==> src/rtl/video_pkg.sv <==
// Shared constants and types for the video write buffer: RAM geometry,
// the queued write entry and the arbiter state set.
package video_pkg;

  localparam int unsigned VIDEO_BASE = 64;
  localparam int unsigned VRAM_SIZE  = 254000;
  localparam int unsigned ADDR_W     = 18;
  localparam int unsigned DATA_W     = 8;

  typedef struct packed {
    logic [ADDR_W-1:0] addr;
    logic [DATA_W-1:0] data;
  } vwb_entry_t;

  typedef enum logic [1:0] {
    IDLE  = 2'd0,
    READ  = 2'd1,
    WRITE = 2'd2
  } vwb_state_t;

endpackage

==> src/rtl/vwb_fifo.sv <==
// Synchronous write-queue FIFO with head/tail views and an in-place tail
// overwrite port used for write coalescing.
module vwb_fifo
  import video_pkg::*;
#(
  parameter int unsigned DEPTH = 8
) (
  input  logic                       clk,
  input  logic                       rst,
  input  logic                       clr,
  input  logic                       push,
  input  logic                       pop,
  input  logic                       overwrite,
  input  vwb_entry_t                 din,
  output vwb_entry_t                 head,
  output vwb_entry_t                 tail,
  output logic [$clog2(DEPTH):0]     count,
  output logic                       full,
  output logic                       empty
);

  localparam int unsigned PTR_W = $clog2(DEPTH);
  localparam int unsigned CNT_W = PTR_W + 1;

  vwb_entry_t         mem [DEPTH];
  logic [PTR_W-1:0]   wr_ptr;
  logic [PTR_W-1:0]   rd_ptr;
  logic [CNT_W-1:0]   count_nxt;
  logic               do_push;
  logic               do_pop;

  // A push into a full FIFO is legal when the head leaves in the same cycle.
  assign do_pop  = pop && !empty;
  assign do_push = push && (!full || do_pop);

  assign head = mem[rd_ptr];
  assign tail = mem[wr_ptr - PTR_W'(1)];

  always_comb begin
    count_nxt = count;
    if (do_push && !do_pop) count_nxt = count + CNT_W'(1);
    else if (!do_push && do_pop) count_nxt = count - CNT_W'(1);
  end

  always_ff @(posedge clk or posedge rst) begin
    if (rst) begin
      wr_ptr <= '0;
      rd_ptr <= '0;
      count  <= '0;
      full   <= 1'b0;
      empty  <= 1'b1;
    end else if (clr) begin
      wr_ptr <= '0;
      rd_ptr <= '0;
      count  <= '0;
      full   <= 1'b0;
      empty  <= 1'b1;
    end else begin
      if (do_push) wr_ptr <= wr_ptr + PTR_W'(1);
      if (do_pop)  rd_ptr <= rd_ptr + PTR_W'(1);
      count <= count_nxt;
      full  <= (count_nxt == CNT_W'(DEPTH));
      empty <= (count_nxt == CNT_W'(0));
    end
  end

  // Storage carries no reset; only pointer-covered entries are ever read.
  always_ff @(posedge clk) begin
    if (!clr) begin
      if (do_push) mem[wr_ptr] <= din;
      else if (overwrite) mem[wr_ptr - PTR_W'(1)] <= din;
    end
  end

endmodule

==> src/rtl/video_write_buffer.sv <==
// Queues CPU video writes and arbitrates the single-port video RAM between
// display scan-out reads (always first) and queued writes. Optional write
// coalescing onto the newest queued entry is enabled by VWB_COALESCE_EN.
module video_write_buffer
  import video_pkg::*;
#(
  parameter int unsigned DEPTH = 8
) (
  input  logic               clk,
  input  logic               rst,
  input  logic               soft_clr,
  input  logic               wr_en,
  input  logic [31:0]        wr_addr,
  input  logic [DATA_W-1:0]  wr_data,
  output logic               full,
  output logic               empty,
  input  logic               scan_req,
  input  logic [ADDR_W-1:0]  scan_addr,
  output logic               scan_valid,
  output logic [DATA_W-1:0]  scan_data,
  output logic               vram_we,
  output logic [ADDR_W-1:0]  vram_addr,
  output logic [DATA_W-1:0]  vram_wdata,
  input  logic [DATA_W-1:0]  vram_rdata,
  output logic               range_err,
  output logic [7:0]         drop_cnt
);

  localparam int unsigned CNT_W = $clog2(DEPTH) + 1;
  localparam logic [1:0] S_IDLE  = 2'(IDLE);
  localparam logic [1:0] S_READ  = 2'(READ);
  localparam logic [1:0] S_WRITE = 2'(WRITE);
`ifdef VWB_COALESCE_EN
  localparam bit COALESCE = 1'b1;
`else
  localparam bit COALESCE = 1'b0;
`endif

  logic [1:0]       state;
  logic [1:0]       state_nxt;
  logic             in_range;
  logic             accept;
  logic             coalesce;
  logic             push;
  logic             pop;
  logic             drop;
  vwb_entry_t       din;
  vwb_entry_t       head;
  vwb_entry_t       tail;
  logic [CNT_W-1:0] count;

  assign in_range = (wr_addr < 32'(VRAM_SIZE));
  assign din      = '{addr: wr_addr[ADDR_W-1:0], data: wr_data};
  assign pop      = (state_nxt == S_WRITE);

  // Read data arrives straight from the RAM one cycle after the read command.
  assign scan_data = scan_valid ? vram_rdata : '0;

  always_comb begin
    state_nxt = S_IDLE;
    if (soft_clr)    state_nxt = S_IDLE;
    else if (scan_req) state_nxt = S_READ;
    else if (!empty) state_nxt = S_WRITE;
  end

  // Coalescing must not target the entry that is leaving this cycle.
  always_comb begin
    accept   = wr_en && in_range && !soft_clr;
    coalesce = COALESCE && accept && !empty && (tail.addr == din.addr) &&
               !(pop && count == CNT_W'(1));
    push     = accept && !coalesce;
    drop     = push && full && !pop;
  end

  always_ff @(posedge clk or posedge rst) begin
    if (rst) state <= S_IDLE;
    else     state <= state_nxt;
  end

  always_ff @(posedge clk or posedge rst) begin
    if (rst) begin
      vram_we    <= 1'b0;
      vram_addr  <= '0;
      vram_wdata <= '0;
      scan_valid <= 1'b0;
      range_err  <= 1'b0;
      drop_cnt   <= '0;
    end else if (soft_clr) begin
      vram_we    <= 1'b0;
      vram_addr  <= '0;
      vram_wdata <= '0;
      scan_valid <= 1'b0;
      range_err  <= 1'b0;
      drop_cnt   <= '0;
    end else begin
      vram_we <= (state_nxt == S_WRITE);
      if (state_nxt == S_READ) begin
        vram_addr <= scan_addr;
      end else if (state_nxt == S_WRITE) begin
        vram_addr  <= head.addr;
        vram_wdata <= head.data;
      end
      scan_valid <= (state == S_READ);
      if (wr_en && !in_range) range_err <= 1'b1;
      if (drop && drop_cnt != 8'hFF) drop_cnt <= drop_cnt + 8'd1;
    end
  end

  vwb_fifo #(
    .DEPTH (DEPTH)
  ) u_fifo (
    .clk       (clk),
    .rst       (rst),
    .clr       (soft_clr),
    .push      (push),
    .pop       (pop),
    .overwrite (coalesce),
    .din       (din),
    .head      (head),
    .tail      (tail),
    .count     (count),
    .full      (full),
    .empty     (empty)
  );

endmodule

==> config.mk <==
export PLATFORM = sky130hd
export DESIGN_NAME = video_write_buffer
export DESIGN_NICKNAME = d
export VERILOG_FILES = /design/src/rtl/video_pkg.sv /design/src/rtl/vwb_fifo.sv /design/src/rtl/video_write_buffer.sv
export SDC_FILE = /design/constraint.sdc
export NUM_CORES = 1
export LEC_CHECK = 0
export BUFFER_PORTS_ARGS = -buffer_cell sky130_fd_sc_hd__buf_2
export CAP_MARGIN = 20
export CORE_MARGIN = 4
export CORE_UTILIZATION = 55
export CTS_BUF_LIST = sky130_fd_sc_hd__clkbuf_8
export DETAILED_ROUTE_END_ITERATION = 8
export GPL_ROUTABILITY_DRIVEN = 0
export PLACE_DENSITY = 0.83
export SLEW_MARGIN = 20
export SYNTH_ARGS = -nofsm -noshare
export SYNTH_HDL_FRONTEND = slang
export SYNTH_SLANG_ARGS = --single-unit
==> constraint.sdc <==
create_clock -name clk -period 13.3 [get_ports clk]
set_clock_uncertainty 0.2 [all_clocks]
set_input_delay 2.66 -clock clk [delete_from_list [all_inputs] [get_ports clk]]
set_output_delay 2.66 -clock clk [all_outputs]
set_load 0.005 [all_outputs]
==> results.cfg <==
[clocking]
clk_pin_slew_ns = 0.06
cts_resized = 0
cts_sinks = 259
cts_buffers = 40
post-cts-setup-buffers = 0
cts_tree = yes
cts-hold-fix-buffers = 0
cts_root_buffer = clkbuf_8
htree_levels = 2
clockBufferDepth = 3
insertion_delay_ns = 0.53

[sta]
max_clock_freq_ghz = 0.1701
slew_viol_final = 0
tns_ns = 0
setup_viol = 0
rsz0062_at_grt = false
fin_crit_sh_pct = 44.20
whs_ns = 0.2026
worst_slew_pin_slew_ns = 0.9749
min_period_ns = 5.879
finalHoldViolCount = 0
relSlewSlack_pct = 35.00

[global_route]
overflow = 0
grt_pass1_wl_mm = 33.89
antenna_found_initial = 2
first_global_vias = 6273
grt.total_usage_pct = 20.37
grt_max_degree = 60

[finish]
fill_cells = 1259
num-nets-final = 810
final_cells = 997
drive_above_1_share_pct = 33.46
syn_to_final_growth_pct = 15.54

[worst_setup_path]
cp_slowest_stage_delay_ns = 0.14
path_cells = buf_2 > and2_1 > buf_2
critPathTopFamily = buffers and inverters
crit_slowest_cell = and2_1
rrSetupSlack_ns = 10.14
criticalPathCategory = in2out
critPathArrivalTime_ns = 3.02
required_ns = 10.44
start_kind = input port
crit_top_cell = buf_2
path_max_fanout = 1
path_buf_inv = 2
endpoint_kind = output port

[yosys]
async_flop_share_pct = 19.69
postSynthCellCount = 590
synth_seq_area_share_pct = 71.99
netlist_area_sq_um = 10450
syn-num-nets = 666
synth_edf_count = 208
synth-seq-cells = 259
avgSynthCellArea_sq_um = 17.71
synth_flop_cell = edfxtp_1
yosysWarnings = 0
synth_cell_type_count = 42

[floorplanning]
dieArea_sq_um = 21270
die_width_um = 145.8
die_h_um = 145.8
ios = 118
core_area_sq_um = 18710
rows = 50
start_util_pct = 55.87

[routing]
wl_per_cell_um = 21.32
dr.pass1.iters = 4
drc_errors = 0
drtAntennaViolNets = 0
drtIter0Drc = 477
routed_wl_mm = 21.26
vias = 5832
via_per_inst = 5.850

[placement]
port_buffers = 117
dp_cells = 926
dp_hpwl_mm = 13.30

[power]
power.leakage_nw = 4.364
pwr-share-seq_pct = 56.5
p_int_w = 0.001239
comb_power_share_pct = 6.4
pwr-share-clk_pct = 37.1
powerDensity_nw_per_um2 = 132.2
switching_share_pct = 22.32
switching_power_w = 0.0003562
ir_drop_mv = 0.06584

[status]
status = finished, final reports clean

[hold_path]
hp-class = reg2reg

[run]
drv_cap = 0
-- path summary, 6_finish.rpt --
| path | from | to | cells past startpoint |
|---|---|---|---|
| worst max-delay path | vram_rdata[7] | scan_data[7] | 3 |
| worst min-delay path | state[1]$_DFF_PP0_ | scan_valid$_DFF_PP0_ | 1 |
| worst max register to register | u_fifo.empty$_DFF_PP1_ | drop_cnt[7]$_DFFE_PP0P_ | 6 |
| worst min register to register | state[1]$_DFF_PP0_ | scan_valid$_DFF_PP0_ | 1 |
| max in group asynchronous | rst | u_fifo.rd_ptr[0]$_DFFE_PP0P_ | 3 |
| min in group asynchronous | rst | vram_addr[12]$_DFFE_PP0P_ | 3 |
-- kinds of logic (layout without fill, tap and decap cells) --
| family | after synthesis | in the layout | synth area share (%) |
|---|---|---|---|
| adder cells (fa/ha/maj) | 5 | 5 | 0.5987 |
| buffers and inverters | 34 | 206 | 1.305 |
| multiplexers | 100 | 100 | 15.80 |
| other | 0 | 1 | 0 |
| AO/OA/AOI/OAI | 43 | 43 | 2.790 |
| XOR/XNOR | 16 | 16 | 1.341 |
| flip-flops | 259 | 259 | 71.99 |
| AND/OR/NAND/NOR | 133 | 133 | 6.166 |
-- cell usage in the layout, fill, tap and decap left out, types with 2 or more instances in the layout --
master | Yosys | layout
edfxtp_1 | 208 | 208
buf_2 | 7 | 117
nor2_1 | 60 | 54
mux4_2 | 52 | 52
mux2i_1 | 48 | 48
dfrtp_1 | 50 | 47
clkbuf_8 | 0 | 41
nand2_1 | 33 | 33
o21ai_0 | 20 | 20
inv_1 | 4 | 15
buf_4 | 0 | 15
and2_1 | 11 | 11
a211oi_1 | 10 | 10
xor2_1 | 10 | 10
clkinv_1 | 0 | 10
xnor2_1 | 6 | 6
a21oi_1 | 6 | 6
nor2_2 | 0 | 6
nand4_1 | 6 | 6
ha_1 | 5 | 5
clkinv_2 | 0 | 5
nor4_2 | 3 | 4
nand3_1 | 3 | 3
nor3_1 | 3 | 3
nor4_4 | 1 | 2
dfrtp_2 | 0 | 2
-- cell type report --
cell class                 instances  area, sq um  share of cell area [%]
clock buffer                      41        564.3                   4.674
multi-input combinational        297         2826                   23.41
timing repair buffer             132        698.2                   5.782
inverter                           4        15.01                  0.1244
sequential                       259         7530                   62.36
tap                              234        292.8                   2.425
antenna                            1        2.502                 0.02073
clock inverter                    29        145.1                   1.202
-- layer usage --
layer	global-route usage (%)	share of wire [%]	vias to the layer above	wire, um
li1	-	-	2584	-
met5	0	0.033	-	7
met4	7.502	2.3	2	493
met2	34.10	51	252	10780
met3	4.485	7.5	39	1588
met1	26.54	39	2955	8385
-- power by group through the flow --
stage	registers, W	logic [W]	clock network (W)
after floorplan	0.000909	0.0000679	0
after global placement	0.000917	0.0000979	0
after detailed placement	0.000918	0.000103	0
after CTS	0.000902	0.000104	0.000605
after global routing	0.000903	0.000114	0.000643
final	0.000901	0.000102	0.000592
-- cells in the mapped netlist (all sizes together), types with 5 or more instances --
| cell | count | area [sq um] |
|---|---|---|
| dfrtp | 50 | 1251 |
| buf | 11 | 50.04 |
| mux2i | 48 | 480.5 |
| o21ai | 21 | 105.1 |
| nand4 | 7 | 50.05 |
| mux4 | 52 | 1171 |
| clkbuf | 19 | 71.32 |
| xor2 | 10 | 87.58 |
| a21oi | 6 | 30.03 |
| edfxtp | 208 | 6246 |
| and2 | 11 | 68.82 |
| a211oi | 11 | 95.09 |
| xnor2 | 6 | 52.55 |
| nor4 | 6 | 71.32 |
| nand2 | 33 | 123.9 |
| nor2 | 60 | 225.2 |
| ha | 5 | 62.56 |
-- per-stage QoR --
step / setup slack, ns / power, W / util [%] / cell area [sq um]
final: 7.421 / 0.001596 / 64.55 / 12070
after global routing: 7.408 / 0.001661 / 64.55 / 12070
after CTS: 7.418 / 0.001611 / 64.49 / 12060
after detailed placement: 7.209 / 0.001021 / 60.70 / 11350
after global placement: 7.401 / 0.001015 / 60.70 / 11350
after floorplan: 6.323 / 0.0009769 / - / 10450
-- sequential cells by signal (all words and copies together) (netlist names) --
| name | cells |
|---|---|
| vram_addr | 18 |
| range_err | 1 |
| vram_wdata | 8 |
| vram_we | 1 |
| u_fifo.full | 1 |
| u_fifo.empty | 1 |
| u_fifo.wr_ptr | 3 |
| u_fifo.mem | 208 |
| u_fifo.count | 4 |
| state | 2 |
| scan_valid | 1 |
| drop_cnt | 8 |
| u_fifo.rd_ptr | 3 |
Power figures use the tool's default switching activity.
